File: config.mk
export PLATFORM = sky130hd
export DESIGN_NAME = sb_trans_parser_fsm
export DESIGN_NICKNAME = d
export VERILOG_FILES = /design/src/rtl/sb_pkg.sv /design/src/rtl/sb_crc16_byte.sv /design/src/rtl/sb_trans_parser_fsm.sv
export SDC_FILE = /design/constraint.sdc
export NUM_CORES = 1
export LEC_CHECK = 0
export CAP_MARGIN = 10
export CORE_MARGIN = 5
export CORE_UTILIZATION = 45
export DETAILED_ROUTE_END_ITERATION = 10
export PLACE_DENSITY = 0.65
export SLEW_MARGIN = 20
export SYNTH_ARGS = -nofsm -noshare
export SYNTH_HDL_FRONTEND = slang
export SYNTH_SLANG_ARGS = --single-unit
File: constraint.sdc
create_clock -name sb_clk -period 5.9 [get_ports sb_clk]
set_clock_uncertainty 0.1 [all_clocks]
set_input_delay 1.18 -clock sb_clk [delete_from_list [all_inputs] [get_ports sb_clk]]
set_output_delay 1.18 -clock sb_clk [all_outputs]
set_load 0.005 [all_outputs]
File: src/rtl/sb_pkg.sv
// Shared sideband symbol constants, CRC-16 settings and the receive parser state set.
package sb_pkg;

  localparam logic [7:0]  DLE         = 8'hFE;
  localparam logic [7:0]  STX_CMD     = 8'h05;
  localparam logic [7:0]  STX_RSP     = 8'h04;
  localparam logic [7:0]  ETX         = 8'h40;
  localparam logic [7:0]  LSE_DEFAULT = 8'h80;

  localparam logic [15:0] CRC16_POLY  = 16'h8005;
  localparam logic [15:0] CRC16_INIT  = 16'hFFFF;

  typedef enum logic [3:0] {
    RX_IDLE,
    RX_DLE1,
    RX_CLSE,
    RX_ADDR,
    RX_LEN,
    RX_DATA,
    RX_CRC1,
    RX_CRC2,
    RX_DLE2,
    RX_ETX
  } rx_state_t;

endpackage

File: src/rtl/sb_crc16_byte.sv
// One-byte step of CRC-16 (poly 0x8005, MSB-first, unreflected); shared by the SB RX and TX paths.
module sb_crc16_byte
  import sb_pkg::*;
(
  input  logic [15:0] crc_in,
  input  logic [7:0]  data,
  output logic [15:0] crc_out
);

  logic [7:0] data_sh;

  always_comb begin
    crc_out = crc_in;
    data_sh = data;
    for (int unsigned i = 0; i < 8; i++) begin
      if (crc_out[15] ^ data_sh[7]) begin
        crc_out = {crc_out[14:0], 1'b0} ^ CRC16_POLY;
      end else begin
        crc_out = {crc_out[14:0], 1'b0};
      end
      data_sh = {data_sh[6:0], 1'b0};
    end
  end

endmodule

File: src/rtl/sb_trans_parser_fsm.sv
// SB receive-side parser: reassembles LT and AT transactions from deserialized symbols and
// reports each decoded transaction (or a framing abort) as a one-cycle pulse.
module sb_trans_parser_fsm
  import sb_pkg::*;
#(
  parameter int unsigned MAX_DATA_BYTES = 3,
  parameter int unsigned TIMEOUT_CYC    = 64
) (
  input  logic                        sb_clk,
  input  logic                        rst,
  input  logic                        rx_en,
  input  logic                        sym_valid,
  input  logic [9:0]                  sym,
  output logic                        rx_busy,
  output logic                        lt_valid,
  output logic [7:0]                  lt_sym,
  output logic                        at_valid,
  output logic                        at_is_rsp,
  output logic [7:0]                  at_addr,
  output logic [7:0]                  at_len,
  output logic [8*MAX_DATA_BYTES-1:0] at_data,
  output logic                        crc_err,
  output logic                        frame_err
);

  localparam int unsigned        DATA_W   = 8 * MAX_DATA_BYTES;
  localparam int unsigned        TMO_W    = $clog2(TIMEOUT_CYC) + 1;
  localparam logic [TMO_W-1:0]   TMO_LAST = TMO_W'(TIMEOUT_CYC - 1);
  localparam logic [6:0]         MAX_CNT  = 7'(MAX_DATA_BYTES);

  rx_state_t          state;
  logic [15:0]        crc_q;
  logic [15:0]        crc_nxt;
  logic [15:0]        rx_crc;
  logic [TMO_W-1:0]   tmo_cnt;
  logic [7:0]         lse_q;
  logic               is_rsp_q;
  logic [7:0]         addr_q;
  logic [7:0]         len_q;
  logic [DATA_W-1:0]  data_q;
  logic [6:0]         cnt_q;
  logic [6:0]         idx_q;

  logic               accept;
  logic               sym_ok;
  logic [7:0]         b;
  logic               data_exp;

  assign accept   = sym_valid & rx_en;
  assign sym_ok   = ~sym[0] & sym[9];
  assign b        = sym[8:1];
  // Payload follows the LEN byte for write commands and read responses only.
  assign data_exp = is_rsp_q ? ~b[7] : b[7];
  assign rx_busy  = (state != RX_IDLE);

  sb_crc16_byte u_crc (
    .crc_in  (crc_q),
    .data    (b),
    .crc_out (crc_nxt)
  );

  always_ff @(posedge sb_clk) begin
    if (rst) begin
      state     <= RX_IDLE;
      crc_q     <= CRC16_INIT;
      rx_crc    <= '0;
      tmo_cnt   <= '0;
      lse_q     <= LSE_DEFAULT;
      is_rsp_q  <= 1'b0;
      addr_q    <= '0;
      len_q     <= '0;
      data_q    <= '0;
      cnt_q     <= '0;
      idx_q     <= '0;
      lt_valid  <= 1'b0;
      lt_sym    <= '0;
      at_valid  <= 1'b0;
      at_is_rsp <= 1'b0;
      at_addr   <= '0;
      at_len    <= '0;
      at_data   <= '0;
      crc_err   <= 1'b0;
      frame_err <= 1'b0;
    end else begin
      lt_valid  <= 1'b0;
      at_valid  <= 1'b0;
      frame_err <= 1'b0;

      if (!rx_en) begin
        state   <= RX_IDLE;
        tmo_cnt <= '0;
      end else if (accept) begin
        tmo_cnt <= '0;
        if (!sym_ok) begin
          // Line-idle and noise are harmless between frames; inside a frame they abort it.
          if (state != RX_IDLE) begin
            frame_err <= 1'b1;
            state     <= RX_IDLE;
          end
        end else begin
          unique case (state)
            RX_IDLE: begin
              if (b == DLE) begin
                state <= RX_DLE1;
                crc_q <= CRC16_INIT;
              end
            end
            RX_DLE1: begin
              if (b == STX_CMD || b == STX_RSP) begin
                is_rsp_q <= (b == STX_RSP);
                crc_q    <= crc_nxt;
                data_q   <= '0;
                state    <= RX_ADDR;
              end else if (b == DLE) begin
                crc_q <= CRC16_INIT;
              end else if (b[7]) begin
                lse_q <= b;
                state <= RX_CLSE;
              end else begin
                frame_err <= 1'b1;
                state     <= RX_IDLE;
              end
            end
            RX_CLSE: begin
              if (b == ~lse_q) begin
                lt_valid <= 1'b1;
                lt_sym   <= lse_q;
              end else begin
                frame_err <= 1'b1;
              end
              state <= RX_IDLE;
            end
            RX_ADDR: begin
              addr_q <= b;
              crc_q  <= crc_nxt;
              state  <= RX_LEN;
            end
            RX_LEN: begin
              len_q <= b;
              crc_q <= crc_nxt;
              cnt_q <= b[6:0];
              idx_q <= '0;
              if (b[6:0] > MAX_CNT) begin
                frame_err <= 1'b1;
                state     <= RX_IDLE;
              end else if (data_exp && b[6:0] != 7'd0) begin
                state <= RX_DATA;
              end else begin
                state <= RX_CRC1;
              end
            end
            RX_DATA: begin
              for (int unsigned i = 0; i < MAX_DATA_BYTES; i++) begin
                if (idx_q == 7'(i)) data_q[8*i +: 8] <= b;
              end
              crc_q <= crc_nxt;
              idx_q <= idx_q + 7'd1;
              if (idx_q == cnt_q - 7'd1) state <= RX_CRC1;
            end
            RX_CRC1: begin
              rx_crc[15:8] <= b;
              state        <= RX_CRC2;
            end
            RX_CRC2: begin
              rx_crc[7:0] <= b;
              state       <= RX_DLE2;
            end
            RX_DLE2: begin
              if (b == DLE) begin
                state <= RX_ETX;
              end else begin
                frame_err <= 1'b1;
                state     <= RX_IDLE;
              end
            end
            RX_ETX: begin
              if (b == ETX) begin
                at_valid  <= 1'b1;
                at_is_rsp <= is_rsp_q;
                at_addr   <= addr_q;
                at_len    <= len_q;
                at_data   <= data_q;
                crc_err   <= (rx_crc != crc_q);
              end else begin
                frame_err <= 1'b1;
              end
              state <= RX_IDLE;
            end
            default: state <= RX_IDLE;
          endcase
        end
      end else if (state != RX_IDLE) begin
        if (tmo_cnt == TMO_LAST) begin
          frame_err <= 1'b1;
          state     <= RX_IDLE;
          tmo_cnt   <= '0;
        end else begin
          tmo_cnt <= tmo_cnt + TMO_W'(1);
        end
      end else begin
        tmo_cnt <= '0;
      end
    end
  end

endmodule

# Word-level counts from Yosys, hierarchy flattened

Cells that the tools add are included.

Reductions and logical operators: 31
Equal/unequal tests: 26
$lt $le $gt $ge: 1
$add $sub $neg: 3
Multiplexer cells: 47
Bitwise logic cells: 29

Operators by type and width:

| kind                  | count |
|---|---|
| $mux W16              | 10 |
| $pmux W16 S3          | 1 |
| $pmux W24 S2          | 1 |
| $mux W4               | 10 |
| $pmux W4 S8           | 1 |
| $mux W24              | 1 |
| $mux W8               | 3 |
| $not A3 Y3            | 8 |
| $reduce_and A4 Y1     | 6 |
| $reduce_and A6 Y1     | 4 |
| $eq A4 B3 Y1 const B  | 4 |
| $eq A8 B3 Y1 const B  | 2 |
| $ne A16 B16 Y1        | 1 |
| $mux W1               | 15 |
| $reduce_and A5 Y1     | 3 |
| $reduce_or A5 Y1      | 3 |
| $add A7 B1 Y7 const B | 2 |
| $pmux W7 S2           | 1 |
| $not A1 Y1            | 10 |
| $reduce_bool A2 Y1    | 5 |
| $eq A4 B2 Y1 const B  | 2 |
| $eq A4 B4 Y1 const B  | 2 |
| $eq A8 B7 Y1 const B  | 1 |
| $eq A8 B8 Y1          | 1 |
| 27 further kinds      | 40 |

Register bits: 158
Output and inout bits: 54
Bits of input ports: 14

# Depth between registers and ports, before layout

Word-level depth: 18
Gate-level depth with buffers: 9
Mapped depth without buffers: 8

# Cells and area by module

From an unflattened synthesis, not the netlist that was laid out.

Cell total of the unflattened synthesis: 745
Area total of the unflattened synthesis: 6,723.9 µm²

Modules (own cells, without submodules):

| module              | cells each | times used | area an instance (µm²) |
|---|---|---|---|
| sb_trans_parser_fsm | 717        | 1          | 6,426.2 |
| sb_crc16_byte       | 28         | 1          | 297.8 |

# Worst setup path before layout

OpenSTA, ideal clock, no wires.

Path kind: input -> register
Start: in sym[8]
End: reg data_q[0]
Buffers on the path: 2
Arrival: 2,629 ps
Data required time: 5,672 ps
Setup time: 128 ps
Stages: 8
Path slack: 3,043 ps
Cell sequence: buf_2 > nor4_2 > and3_1 > buf_2 > o211ai_2 > a21oi_4 > mux2i_1 > nor2_1

Cells in the longest elaborated chain, start to end: 4
Elaborated cells on any way between the ends: 5
Classes of those cells: eq/ne: 3; reduce/logical: 2

RTL lines:

| item                                 | line                       | RTL |
|---|---|---|
| start, declared                      | sb_trans_parser_fsm.sv:13  | `input logic [9:0] sym,` |
| $eq A8 B3 Y1                         | sb_trans_parser_fsm.sv:109 | `if (b == STX_CMD \|\| b == STX_RSP) begin` |
| $logic_or A1 B1 Y1 *                 | sb_trans_parser_fsm.sv:109 |  |
| $ne A2 B2 Y1 (no source line) *      | -                          |  |
| $reduce_and A6 Y1 (no source line) * | -                          |  |
| end signal, assigned                 | sb_trans_parser_fsm.sv:72  | `data_q <= '0;` |
| end signal, assigned                 | sb_trans_parser_fsm.sv:112 | `data_q <= '0;` |
| end signal, assigned by index        | sb_trans_parser_fsm.sv:154 | `if (idx_q == 7'(i)) data_q[8*i +: 8] <= b;` |
| end, declared                        | sb_trans_parser_fsm.sv:40  | `logic [DATA_W-1:0] data_q;` |

Mark *: on every way between the ends. The rest lies on a longest branch, timed or not.
A chain may end at the register's enable or synchronous reset.

# Worst setup path in the final report

Start: in sym[8]
End: reg crc_q[15]

Cells in the longest elaborated chain, start to end: 18
Elaborated cells on any way between the ends: 23
Classes of those cells: eq/ne: 3; mux: 11; bitwise: 8; reduce/logical: 1

RTL lines:

| item                 | line                       | RTL |
|---|---|---|
| $xor A1 B1 Y1        | sb_crc16_byte.sv:16        | `if (crc_out[15] ^ data_sh[7]) begin` |
| $mux W16             | sb_crc16_byte.sv:16        |  |
| $xor A1 B1 Y1        | sb_crc16_byte.sv:16        |  |
| $mux W16             | sb_crc16_byte.sv:16        |  |
| $xor A1 B1 Y1        | sb_crc16_byte.sv:16        |  |
| $mux W16             | sb_crc16_byte.sv:16        |  |
| $xor A1 B1 Y1        | sb_crc16_byte.sv:16        |  |
| $mux W16             | sb_crc16_byte.sv:16        |  |
| [2 not listed]       | -                          |  |
| $xor A1 B1 Y1        | sb_crc16_byte.sv:16        |  |
| $mux W16             | sb_crc16_byte.sv:16        |  |
| $xor A1 B1 Y1        | sb_crc16_byte.sv:16        |  |
| $mux W16             | sb_crc16_byte.sv:16        |  |
| $xor A1 B1 Y1        | sb_crc16_byte.sv:16        |  |
| $mux W16             | sb_crc16_byte.sv:16        |  |
| $mux W16             | sb_trans_parser_fsm.sv:109 |  |
| $pmux W16 S3 *       | sb_trans_parser_fsm.sv:101 | `unique case (state)` |
| end signal, assigned | sb_trans_parser_fsm.sv:111 | `crc_q <= crc_nxt;` |
| end signal, assigned | sb_trans_parser_fsm.sv:135 | `crc_q <= crc_nxt;` |
| end signal, assigned | sb_trans_parser_fsm.sv:140 | `crc_q <= crc_nxt;` |
| end, declared        | sb_trans_parser_fsm.sv:32  | `logic [15:0] crc_q;` |

Marks and branches as above.

==> qor.yml <==
run_status:
  status: "finished clean"
critical_path:
  rrSetupSlack_ns: 3.42
  crit_arrival_ns: 3.82
  critical_path.endpoint_type: "register"
  path_max_fanout: 16
  slowest_stage: "clkdlybuf4s50_1"
  worst_ep_required_time_ns: 6.10
  start_kind: "input port"
  cpPeakStageDelay_ns: 0.81
  path_cells: "clkdlybuf4s50_1, nor4_2, and3_1, o21a_1, nand2_1, and4bb_1, nor3_1"
  critical_path_class: "in -> reg"
final_layout:
  antenna_cells: 0
  nFillCells: 1296
  drive_gt1_share_pct: 6.38
  area_growth_syn_to_layout_pct: 19.0
  ff_latch_area_mm2: 0.00302
  multiInputGateArea_mm2: 0.00347
  nNetsFinal: 838
hold_path:
  holdCritPathClass: "reg -> reg"
global_route:
  antenna_found_initial: 0
  grt_overflow: 0
  grt_pass1_wl_um: 27500
  grt_max_degree: 66
  track_usage_pct: 19.0
  grt_pass1_vias: 5502
yosys:
  yosys.area.top_type: "dfxtp_1"
  synth_top_family_by_area: "simple AND/OR/NAND/NOR gates"
  synth_cell_types: 62
  synth_top_area_share_pct: 44.9
  yosysMostFrequentCell: "dfxtp_1"
  synth_compound_area_share_pct: 10.3
  ys_warn_count: 0
  syn_nets: 793
  synth_mux_area_share_pct: 8.32
  syn_avg_cell_area_um2: 8.71
  synthAdderAreaFrac_pct: 1.11
  yosysSeqAreaShare_pct: 44.9
  ys_ff_latch: 151
  synth_cells: 773
  yosys.area_share.simple_pct: 23.2
  synth_common_cells: "dfxtp_1 (151), nand2_1 (141), nor2_1 (85), a21oi_1 (67), mux2i_1 (56)"
  async_flop_share_pct: 0
  yosys-top-cells-area: "dfxtp_1 (45%), mux2i_1 (8.3%), nand2_1 (7.9%), xnor2_1 (6.0%), a21oi_1 (5.0%)"
  synth_flop_cell: "dfxtp_1"
  netlist_area_mm2: 0.00674
  synthXorXnorAreaFrac_pct: 8.68
  synth_edf_count: 0
timing:
  rsz0062_at_grt: "no"
  setup_viol: 0
  tns_ns: 0
  post-route-period-util_pct: 61.3
  final_hold_viol_count: 0
  layout_min_cycle_time_ns: 3.61
  tightest_slew_ns: 0.914
  slew_viol_final: 0
  worst_slack_ns: 2.29
  max_slew_margin_pct: 38.8
  max_freq_ghz: 0.277
route:
  routed_wl_um: 16500
  drc: 0
  dr.pass1.iters: 5
  wire_per_inst_um: 16.3
  vias: 5540
  via_per_inst: 5.46
  final_antenna_net_count: 0
  drt_first_iter_violations: 475
flow_run:
  cap_viol_max_count: 0
pwr:
  peakVddDrop_mv: 0.171
  leakage_nw: 2.77
  p_per_area_mw_per_mm2: 263
placement:
  hpwl_um: 11300
  gp_congestion: 0.889
  portBuffers: 67
  pre_cts_ws_ns: 1.89
clock_network:
  htreeDepth: 4
  clkSlewWorstSetupHoldPaths_ns: 0.06
  cts_sinks: 151
  cts_tree: "yes"
  postCtsHoldBufs: 0
  postCtsSetupBuffers: 0
  numCtsBuffers: 17
  clockBufferDepth: 2
  insertion_delay_ns: 0.43
  cts_root_buffer: "clkbuf_16"
  cts-resized-gates: 0
floorplanning:
  initial_core_util_pct: 46.2
  die_w_um: 132
  io_pins: 68
  die_h_um: 132
  dieArea_mm2: 0.0175
  num_rows: 44
  core_area_mm2: 0.0146
==> metal layers <==
layer	track usage, %	share of wire, %	wire [µm]	up-vias
met4	8.43	2.2	368	0
met3	4.62	5.8	953	27
met1	25.6	47	7790	2627
met2	29.0	45	7390	165
li1	-	-	-	2721
met5	0	0	0	-
==> stage by stage <==
stage	std cells	total power, mW	utilization, %	cell area, µm²	hold WS (ns)
detailed placement	983	1.12	51.1	7460	0.333
CTS	1015	2.14	54.9	8020	0.341
floorplan	773	1.10	-	6740	0.313
global placement	983	1.12	51.1	7460	0.323
global route	1015	2.19	54.9	8020	0.367
finish	1015	2.11	54.9	8020	0.338
==> layout by cell type (no fill, tap or decap), types with 3 or more instances in the layout <==
cell and count:
o21a_1 3, clkinvlp_4 6, xnor2_1 46, and2_1 4
inv_1 9, mux2i_1 56, nor2_1 85, inv_6 3
clkbuf_16 17, clkdlybuf4s50_1 66, a21oi_4 3, dfxtp_1 151
nor4_1 4, or4_1 4, nand4_1 13, xor2_1 13
nand3_1 16, a21oi_1 67, and3_1 13, nor2b_1 8
nand2_1 141, o22ai_1 15, o21ai_0 4, o21ai_1 3
nor3_1 14, nand2b_1 7, buf_4 5, ha_1 6
==> power by group <==
group          internal, mW  total, mW  switching (mW)
Sequential             1.02       1.02       0.0000183
Clock                 0.583       1.01           0.428
Combinational        0.0287     0.0800          0.0513
Total                  1.63       2.11           0.480
==> area by class of cell <==
cell class,instances,area share [%]
clock buffer,19,5.40
clock inverter,13,1.53
inverter,10,0.468
multi-input combinational,567,43.3
sequential,151,37.7
tap,184,2.87
timing repair buffer,71,8.71
==> state kept, by name, indices dropped and copies added (netlist names), 8 cells and up <==
name and flops:
data_q 24, rx_crc 16, at_len 8, addr_q 8
lt_sym 8, at_addr 8, len_q 8, at_data 24
crc_q 16
==> final timing paths <==
path,from,to,cells after the start
setup / recovery,sym[8],crc_q[15],7
hold / removal,tmo_cnt[0],tmo_cnt[0],1
hold reg to reg,tmo_cnt[0],tmo_cnt[0],1
setup reg to reg,state[0],lse_q[0],6
==> kinds of logic (layout without fill, tap and decap cells) <==
logic type,count (synthesis),after routing
buf+inv,55,113
xor+xnor,62,62
fa+ha+maj,6,6
simple gates,331,331
compound gates,112,112
flops,151,151
mux,56,56
==> worst max-delay path: cells and delay by family <==
kind,cells,cell delay [ns]
simple gates,5,1.58
buf+inv,1,0.81
compound gates,1,0.23
Power figures use the tool's default switching activity.
